**config.mk**
```make
export PLATFORM = sky130hd
export DESIGN_NAME = mem_stage_flat
export DESIGN_NICKNAME = d
export VERILOG_FILES = /design/src/rtl/riscv_pkg.sv /design/src/rtl/mem_stage_if.sv /design/src/rtl/lsu_align.sv /design/src/rtl/mem_stage.sv /design/src/flat_wrapper.sv
export SDC_FILE = /design/constraint.sdc
export NUM_CORES = 1
export LEC_CHECK = 0
export CAP_MARGIN = 20
export CORE_AREA = 2 2 115 117
export CTS_BUF_LIST = sky130_fd_sc_hd__clkbuf_4
export DETAILED_ROUTE_END_ITERATION = 8
export DIE_AREA = 0 0 117 119
export GPL_TIMING_DRIVEN = 0
export PLACE_DENSITY = 0.89
export SLEW_MARGIN = 20
export SYNTH_ARGS = -nofsm -noshare
export SYNTH_HDL_FRONTEND = slang
export SYNTH_SLANG_ARGS = --single-unit
```
**constraint.sdc**
```tcl
create_clock -name clk -period 4 [get_ports clk]
set_input_delay 0.6 -clock clk [delete_from_list [all_inputs] [get_ports clk]]
set_output_delay 0.6 -clock clk [all_outputs]
set_load 0.005 [all_outputs]
```
**src/rtl/riscv_pkg.sv**
```systemverilog
// Shared RV32I pipeline types: EX/MEM and MEM/WB registers, control bundle,
// memory-access encodings and the MEM-stage FSM state type.
package riscv_pkg;

  localparam int unsigned XLEN           = 32;
  localparam int unsigned BE_WIDTH       = XLEN / 8;
  localparam int unsigned REG_ADDR_WIDTH = 5;

  typedef enum logic [2:0] {
    F3_LB  = 3'b000,
    F3_LH  = 3'b001,
    F3_LW  = 3'b010,
    F3_LBU = 3'b100,
    F3_LHU = 3'b101
  } funct3_mem_e;

  // Store encodings share values with the signed loads.
  localparam funct3_mem_e F3_SB = F3_LB;
  localparam funct3_mem_e F3_SH = F3_LH;
  localparam funct3_mem_e F3_SW = F3_LW;

  typedef enum logic [1:0] {SZ_B, SZ_H, SZ_W} mem_size_e;

  typedef enum logic [1:0] {MEM_IDLE, MEM_REQ, MEM_RSP} mem_state_e;

  typedef struct packed {
    logic       reg_write;
    logic       mem_read;
    logic       mem_write;
    logic [2:0] mem_funct3;
  } ctrl_t;

  typedef struct packed {
    logic [XLEN-1:0]           alu_result;
    logic [XLEN-1:0]           rs2_data_str;
    logic [REG_ADDR_WIDTH-1:0] rd_addr;
    ctrl_t                     ctrl;
    logic                      valid_ex_mem;
  } ex_mem_reg_t;

  typedef struct packed {
    logic [XLEN-1:0]           alu_result;
    logic [XLEN-1:0]           load_data;
    logic [REG_ADDR_WIDTH-1:0] rd_addr;
    ctrl_t                     ctrl;
    logic                      valid_mem_wb;
  } mem_wb_reg_t;

  // 011 and 11x fall through to word accesses.
  function automatic mem_size_e mem_size(input logic [2:0] funct3);
    case (funct3[1:0])
      2'b00:   return SZ_B;
      2'b01:   return SZ_H;
      default: return SZ_W;
    endcase
  endfunction

endpackage

```
**src/rtl/mem_stage_if.sv**
```systemverilog
// Data-memory bus: valid/ready request channel plus a valid-qualified response.
interface mem_stage_if;
  import riscv_pkg::*;

  logic                dmem_req_valid;
  logic                dmem_req_ready;
  logic                dmem_req_we;
  logic [XLEN-1:0]     dmem_req_addr;
  logic [XLEN-1:0]     dmem_req_wdata;
  logic [BE_WIDTH-1:0] dmem_req_be;
  logic                dmem_rsp_valid;
  logic [XLEN-1:0]     dmem_rsp_rdata;
  logic                dmem_rsp_err;

  modport master (
    output dmem_req_valid, dmem_req_we, dmem_req_addr, dmem_req_wdata, dmem_req_be,
    input  dmem_req_ready, dmem_rsp_valid, dmem_rsp_rdata, dmem_rsp_err
  );

  modport slave (
    input  dmem_req_valid, dmem_req_we, dmem_req_addr, dmem_req_wdata, dmem_req_be,
    output dmem_req_ready, dmem_rsp_valid, dmem_rsp_rdata, dmem_rsp_err
  );

endinterface

```
**src/rtl/lsu_align.sv**
```systemverilog
// Combinational load/store alignment: store lane replication and byte enables,
// load extraction with sign/zero extension, and misalignment detection.
module lsu_align
  import riscv_pkg::*;
(
  input  logic [1:0]          off,
  input  logic [2:0]          funct3,
  input  logic [XLEN-1:0]     rs2,
  input  logic [XLEN-1:0]     rdata,
  output logic [XLEN-1:0]     wdata,
  output logic [BE_WIDTH-1:0] be,
  output logic [XLEN-1:0]     load_data,
  output logic                misaligned
);

  mem_size_e       size;
  logic [XLEN-1:0] shifted;
  logic            sext;

  always_comb begin
    size       = mem_size(funct3);
    shifted    = rdata >> {off, 3'b000};
    sext       = ~funct3[2];
    wdata      = rs2;
    be         = '1;
    load_data  = shifted;
    misaligned = 1'b0;
    case (size)
      SZ_B: begin
        wdata     = {BE_WIDTH{rs2[7:0]}};
        be        = BE_WIDTH'(1) << off;
        load_data = {{(XLEN-8){sext & shifted[7]}}, shifted[7:0]};
      end
      SZ_H: begin
        wdata      = {(BE_WIDTH/2){rs2[15:0]}};
        be         = BE_WIDTH'(3) << off;
        load_data  = {{(XLEN-16){sext & shifted[15]}}, shifted[15:0]};
        misaligned = off[0];
      end
      default: misaligned = (off != 2'b00);
    endcase
  end

endmodule

```
**src/rtl/mem_stage.sv**
```systemverilog
// RV32I memory stage: drives the data-memory handshake, stalls the pipeline
// while an access is outstanding, and produces the MEM/WB register.
module mem_stage
  import riscv_pkg::*;
(
  input  logic                      clk,
  input  logic                      reset,
  input  ex_mem_reg_t               ex_mem_in,
  mem_stage_if.master               dmem,
  output logic [XLEN-1:0]           mem_alu_result,
  output logic [REG_ADDR_WIDTH-1:0] mem_rd_addr,
  output logic                      mem_reg_write,
  output logic                      mem_stall,
  output logic                      mem_misaligned,
  output logic                      mem_access_fault,
  output mem_wb_reg_t               mem_wb_out
);

  mem_state_e      state, state_next;
  logic            access, misaligned_raw, req_valid, stall;
  logic [XLEN-1:0] load_fmt;
  mem_wb_reg_t     wb_next;

  lsu_align u_align (
    .off        (ex_mem_in.alu_result[1:0]),
    .funct3     (ex_mem_in.ctrl.mem_funct3),
    .rs2        (ex_mem_in.rs2_data_str),
    .rdata      (dmem.dmem_rsp_rdata),
    .wdata      (dmem.dmem_req_wdata),
    .be         (dmem.dmem_req_be),
    .load_data  (load_fmt),
    .misaligned (misaligned_raw)
  );

  assign dmem.dmem_req_we   = ex_mem_in.ctrl.mem_write;
  assign dmem.dmem_req_addr = {ex_mem_in.alu_result[XLEN-1:2], 2'b00};

  // Loads are never forwarded from MEM; the hazard unit handles load-use.
  assign mem_alu_result = ex_mem_in.alu_result;
  assign mem_rd_addr    = ex_mem_in.rd_addr;
  assign mem_reg_write  = ex_mem_in.valid_ex_mem & ex_mem_in.ctrl.reg_write
                        & ~ex_mem_in.ctrl.mem_read;

  always_comb begin
    access     = ex_mem_in.valid_ex_mem & (ex_mem_in.ctrl.mem_read | ex_mem_in.ctrl.mem_write);
    state_next = state;
    req_valid  = 1'b0;
    stall      = 1'b0;
    case (state)
      MEM_IDLE: begin
        if (access && !misaligned_raw) begin
          req_valid  = 1'b1;
          stall      = 1'b1;
          state_next = dmem.dmem_req_ready ? MEM_RSP : MEM_REQ;
        end
      end
      MEM_REQ: begin
        req_valid = 1'b1;
        stall     = 1'b1;
        if (dmem.dmem_req_ready) state_next = MEM_RSP;
      end
      MEM_RSP: begin
        stall = ~dmem.dmem_rsp_valid;
        if (dmem.dmem_rsp_valid) state_next = MEM_IDLE;
      end
      default: state_next = MEM_IDLE;
    endcase
    // Combinational outputs are forced quiet while reset is held.
    dmem.dmem_req_valid = reset & req_valid;
    mem_stall           = reset & stall;
    mem_misaligned      = reset & (state == MEM_IDLE) & access & misaligned_raw;
    mem_access_fault    = reset & (state == MEM_RSP) & dmem.dmem_rsp_valid & dmem.dmem_rsp_err;
  end

  always_comb begin
    wb_next                = '0;
    wb_next.alu_result     = ex_mem_in.alu_result;
    wb_next.rd_addr        = ex_mem_in.rd_addr;
    wb_next.ctrl           = ex_mem_in.ctrl;
    wb_next.ctrl.reg_write = ex_mem_in.ctrl.reg_write & ~mem_access_fault;
    wb_next.load_data      = ex_mem_in.ctrl.mem_read ? load_fmt : '0;
    wb_next.valid_mem_wb   = ex_mem_in.valid_ex_mem & ~mem_misaligned & ~mem_access_fault;
  end

  always_ff @(posedge clk) begin
    if (!reset) begin
      state      <= MEM_IDLE;
      mem_wb_out <= '0;
    end else begin
      state <= state_next;
      if (mem_stall) mem_wb_out.valid_mem_wb <= 1'b0;
      else           mem_wb_out              <= wb_next;
    end
  end

endmodule
```
**src/flat_wrapper.sv**
```systemverilog
// flat-port wrapper written by rule: the top's interface ports become plain ports
module mem_stage_flat import riscv_pkg::*;
  (clk, reset, ex_mem_in, mem_alu_result, mem_rd_addr, mem_reg_write, mem_stall, mem_misaligned, mem_access_fault, mem_wb_out, dmem_dmem_req_valid, dmem_dmem_req_we, dmem_dmem_req_addr, dmem_dmem_req_wdata, dmem_dmem_req_be, dmem_dmem_req_ready, dmem_dmem_rsp_valid, dmem_dmem_rsp_rdata, dmem_dmem_rsp_err);
  mem_stage_if dmem_i ();
  input  logic clk;
  input  logic reset;
  input  ex_mem_reg_t ex_mem_in;
  output logic [XLEN-1:0] mem_alu_result;
  output logic [REG_ADDR_WIDTH-1:0] mem_rd_addr;
  output logic mem_reg_write;
  output logic mem_stall;
  output logic mem_misaligned;
  output logic mem_access_fault;
  output mem_wb_reg_t mem_wb_out;
  output wire logic [$bits(dmem_i.dmem_req_valid)-1:0] dmem_dmem_req_valid;
  output wire logic [$bits(dmem_i.dmem_req_we)-1:0] dmem_dmem_req_we;
  output wire logic [$bits(dmem_i.dmem_req_addr)-1:0] dmem_dmem_req_addr;
  output wire logic [$bits(dmem_i.dmem_req_wdata)-1:0] dmem_dmem_req_wdata;
  output wire logic [$bits(dmem_i.dmem_req_be)-1:0] dmem_dmem_req_be;
  input wire logic [$bits(dmem_i.dmem_req_ready)-1:0] dmem_dmem_req_ready;
  input wire logic [$bits(dmem_i.dmem_rsp_valid)-1:0] dmem_dmem_rsp_valid;
  input wire logic [$bits(dmem_i.dmem_rsp_rdata)-1:0] dmem_dmem_rsp_rdata;
  input wire logic [$bits(dmem_i.dmem_rsp_err)-1:0] dmem_dmem_rsp_err;
  assign dmem_dmem_req_valid = dmem_i.dmem_req_valid;
  assign dmem_dmem_req_we = dmem_i.dmem_req_we;
  assign dmem_dmem_req_addr = dmem_i.dmem_req_addr;
  assign dmem_dmem_req_wdata = dmem_i.dmem_req_wdata;
  assign dmem_dmem_req_be = dmem_i.dmem_req_be;
  assign dmem_i.dmem_req_ready = dmem_dmem_req_ready;
  assign dmem_i.dmem_rsp_valid = dmem_dmem_rsp_valid;
  assign dmem_i.dmem_rsp_rdata = dmem_dmem_rsp_rdata;
  assign dmem_i.dmem_rsp_err = dmem_dmem_rsp_err;
  mem_stage u_core (.clk(clk), .reset(reset), .ex_mem_in(ex_mem_in), .dmem(dmem_i), .mem_alu_result(mem_alu_result), .mem_rd_addr(mem_rd_addr), .mem_reg_write(mem_reg_write), .mem_stall(mem_stall), .mem_misaligned(mem_misaligned), .mem_access_fault(mem_access_fault), .mem_wb_out(mem_wb_out));
endmodule
```
* After elaboration in Yosys (flattened, before gate mapping)
Cells that the tools add are included.
** Cells by class
- Equal/unequal tests :: 7
- Shift-type cells :: 3
- Multiplexer cells :: 14
- Bitwise operators :: 23
- Reduce and logical (&&, ||, !) cells :: 8
** Operators with widths (count)
- $pmux 32 s2 :: 2
- $mux 32 :: 1
- $shr 32x5->32 :: 1
- $and 1x1->1 :: 16
- $mux 2 :: 4
- $pmux 4 s2 :: 1
- $eq 2x1->1 const B :: 3
- $logic_not 2->1 :: 3
- $not 1->1 :: 6
- $pmux 2 s3 :: 1
- $ne 2x2->1 const B :: 2
- $pmux 1 s2 :: 2
- $pmux 2 s2 :: 1
- $shl 1x2->4 const A :: 1
- $shl 2x2->4 const A :: 1
- $pmux 1 s3 :: 1
- $reduce_and 3->1 :: 1
- $eq 2x2->1 const B :: 1
- $ne 2x1->1 const B :: 1
- $reduce_bool 2->1 :: 1
- $reduce_or 2->1 :: 1
- $logic_and 1x1->1 :: 1
- $logic_not 1->1 :: 1
- $mux 1 :: 1
- $or 1x1->1 :: 1
** Word-level totals
- Flip-flop bits (word level) :: 78
- Input port bits :: 113
- Word-level logic and storage cells :: 64

* Depth between registers and ports, before layout
- Word-level depth :: 10
- Mapped depth :: 8
- Depth with buffers taken out :: 4

* Hierarchy
Synthesis repeated with hierarchy kept, for this count alone.
** Second synthesis, totals
- Cell total of the unflattened synthesis :: 622
- Area, all modules :: 5079.9 um^2
** Modules (own cells, without submodules)
- mem_stage :: times used 1, cells each 423, area an instance 3743.6 um^2, seq. area each 1561.5 um^2
- lsu_align :: times used 1, cells each 199, area an instance 1336.3 um^2, seq. area each 0.0 um^2

* Worst setup path after synthesis
Ideal clock, no wire load.
- Path type :: input-to-output
- From :: input reset
- To :: output mem_stall
- Data arrival time :: 1756 ps
- Required time :: 3400 ps
- Path slack :: 1644 ps
- Stages :: 7
- Path through :: clkbuf_1 > nand2b_1 > a2111o_1 > buf_4 > nand2_4 > buf_6 > buf_6
** Between the ends
- Cells in the longest elaborated chain, start to end :: 1
** RTL lines
- from (decl) :: line flat_wrapper.sv:6 : input logic reset;
- $and 1x1->1 :: line mem_stage.sv:70 : mem_stall = reset & stall;
- to (decl) :: line flat_wrapper.sv:11 : output logic mem_stall;
No other way between the ends.

* Final worst setup path
- From :: input ex_mem_in[45] (netlist bit)
- To :: output mem_stall
** Between the ends
- Cells in the longest elaborated chain, start to end :: 7
** RTL lines
- from (decl) :: line flat_wrapper.sv:7 : input ex_mem_reg_t ex_mem_in;
- $reduce_bool 2->1 :: line lsu_align.sv:40 : default: misaligned = (off != 2'b00);
- $pmux 1 s2 :: line lsu_align.sv:28 : case (size)
- $logic_not 1->1 :: line mem_stage.sv:51 : if (access && !misaligned_raw) begin
- $logic_and 1x1->1 :: line mem_stage.sv:51
- $mux 1 :: line mem_stage.sv:51
- $pmux 1 s3 :: line mem_stage.sv:49 : case (state)
- $and 1x1->1 :: line mem_stage.sv:70
No other way between the ends.

==> impl_metrics.ini <==
[die]
die_h_um = 119
coreArea_um2 = 12900
dieWidth_um = 117
initial_core_util_pct = 33.7
die_area_um2 = 13900
rows = 42
pin_count = 300

[global_routing]
gr-total-overflow = 0
grt_pass1_wl_um = 24400
grt_max_degree = 13
grt_pass1_vias = 4698
antenna_found_initial = 1
grt_usage_pct = 22.6

[finish]
syn2layout_area_growth_pct = 76.5
n_fill_cell = 1076
nets = 882
instances_no_fill = 951
drive_gt1_share_pct = 17.1

[sta]
finalMaxSlewViolations = 0
slew-limit-headroom_pct = 43.9
hold_ws_ps = 476
fin_crit_ps = 3650
finalSetupViolations = 0
clock_skew_ps = 16.1
rsz0062_at_grt = false
max_freq_mhz = 274
fin_crit_sh_pct = 91.2
tightest_slew_ps = 842
hold_violations = 0

[logic_synthesis]
synth_ff_type = dfxtp_1
synth-seq-cells = 78
synthCells = 462
synthDistinctLibCells = 49
ys_seq_area_share_pct = 36.0
synth_edf_count = 0
yosys_warnings = 0
syn_avg_cell_area_um2 = 9.39
syn_area_um2 = 4340
async_reset_ff_share_pct = 0

[worst_setup_path]
worstPathMaxFanout = 10
crit_type = primary input to primary output
cp.required_ps = 3400
endpoint_kind = primary output
cp-start-kind = primary input
arrival_ps = 3050

[clock_tree]
postCtsSetupRepairBufs = 0
clk_latency_ps = 430
htreeDepth = 3
clockRootBuffer = clkbuf_4
path_clk_slew_ps = 130
ctsHoldBuffers = 0
cts_sinks = 78
cts-buffers-inserted = 9
cts_tree = built
max-clock-path-buffers = 2

[pwr]
powerDensity_nw_per_um2 = 267
p_leak_uw = 0.00317
irDropWorstVdd_mv = 0.133

[drt]
avgRoutedWirePerCell_um = 16.9
drt_iter0_markers = 346
drc = 0
via_per_inst = 4.95
wirelength_um = 16100
drt.antenna.violating_nets = 0
first_pass_iters = 5
num_vias = 4707

[placement]
dp_cells = 935
place.port_buffers = 296
hpwl_um = 13200
gp_congestion = 0.898

[run]
maxCapViolCount = 0

[min_path]
hp-class = flip-flop to flip-flop

[outcome]
status = finished clean
==> layout make-up <==
| cell class | count | area, um2 | area share, % |
|---|---|---|---|
| Sequential cell | 78 | 1560 | 20.4 |
| Buffer | 113 | 769 | 10.1 |
| Clock buffer | 11 | 82.6 | 1.08 |
| Antenna cell | 1 | 2.50 | 0.0327 |
| Multi-Input combinational cell | 268 | 2000 | 26.1 |
| Inverter | 3 | 11.3 | 0.147 |
| Timing Repair Buffer | 296 | 2960 | 38.7 |
| Tap cell | 176 | 220 | 2.88 |
| Clock inverter | 5 | 50.0 | 0.654 |
==> routing by layer <==
metal	global-route usage, %	vias up	share of wire (%)
met2	40.9	264	51
met4	7.13	0	1.8
met3	5.65	26	11
li1	-	2229	-
met1	25.5	2188	37
met5	0	-	0
==> cell families after synthesis <==
logic type	synth area share, %
multiplexers	10.2
AO/OA/AOI/OAI	26.2
AND/OR/NAND/NOR	9.29
flip-flops	36.0
buffers and inverters	18.1
XOR/XNOR	0.202
other	0.0865
==> critical path, cell delays in order <==
cell and delay [ps]:
clkdlybuf4s50_1 540, or2_4 340, a2111o_1 410, buf_4 180, nand2_4 90, buf_6 170, buf_6 170, clkdlybuf4s50_1 530
==> synth_stat cells (2+ instances only) <==
master     instances  area (um2)
buf_4             79         593
dfxtp_1           78        1560
a22o_1            41         359
nand2_1           35         131
mux2i_1           25         250
o2bb2ai_1         22         193
o21ai_0           18        90.1
a211oi_1          15         113
buf_2             14        70.1
clkbuf_1          12        45.0
nor2b_1           11        68.8
o211ai_1          10        75.1
a21oi_1            9        45.0
nand3_1            9        45.0
o31ai_1            9        67.6
a21boi_0           8        60.1
mux2_2             8        90.1
mux2_1             7        78.8
nor2_1             7        26.3
buf_1              5        18.8
buf_6              4        45.0
inv_1              3        11.3
or2_2              3        18.8
a21o_1             2        15.0
and2_1             2        12.5
nand2b_1           2        12.5
nor3b_2            2        25.0
==> metrics by stage <==
stage	instance area (um2)	worst slack (ps)	TNS (ps)	power, uW	util, %
after CTS	7660	48.9	0	2060	59.5
after global placement	7520	-116	-274	1580	58.4
after detailed placement	7520	-152	-663	1590	58.4
after floorplan	4340	1640	0	1150	-
after global routing	7660	217	0	2140	59.5
final	7660	352	0	2050	59.5
==> flip-flops by register name, summed over array words and instances (netlist names) <==
signal / count
u_core.mem_wb_out: 76
u_core.state: 2
==> cell usage in the layout (no fill, tap or decap), types with 2 or more instances in the layout <==
| master | n |
|---|---|
| clkdlybuf4s50_1 | 296 |
| buf_4 | 79 |
| dfxtp_1 | 78 |
| a22o_1 | 41 |
| nand2_1 | 35 |
| mux2i_1 | 25 |
| o2bb2ai_1 | 22 |
| o21ai_0 | 18 |
| a211oi_1 | 15 |
| buf_2 | 14 |
| nor2b_1 | 11 |
| clkbuf_4 | 11 |
| clkbuf_1 | 10 |
| o211ai_1 | 10 |
| a21oi_1 | 9 |
| o31ai_1 | 9 |
| nand3_1 | 9 |
| mux2_2 | 8 |
| a21boi_0 | 8 |
| nor2_1 | 7 |
| mux2_1 | 7 |
| buf_1 | 5 |
| buf_6 | 4 |
| inv_1 | 3 |
| or2_2 | 3 |
| and2_1 | 2 |
| nand2b_1 | 2 |
| a21o_1 | 2 |
| nor3b_2 | 2 |
| conb_1 | 2 |
| clkinv_1 | 2 |
==> power breakdown <==
part,switching (uW),internal [uW]
clock,274,200
combinational,263,441
sequential,31.1,836
==> repair_timing <==
| action | 4_1_cts | 5_1_grt |
|---|---|---|
| setup endpoints to repair | 8 | 6 |
| cloned | 0 | 0 |
| gates resized for setup | 1 | 0 |
==> final timing paths <==
path                                            start                    end  slack [ps]  cells past startpoint
worst min register to register  u_core.mem_wb_out[33]  u_core.mem_wb_out[33]         480                      1
worst max register to register        u_core.state[0]  u_core.mem_wb_out[10]        1970                      5
worst min-delay path            u_core.mem_wb_out[33]  u_core.mem_wb_out[33]         480                      1
worst max-delay path                    ex_mem_in[45]              mem_stall         350                      8
Power figures use the tool's default switching activity.
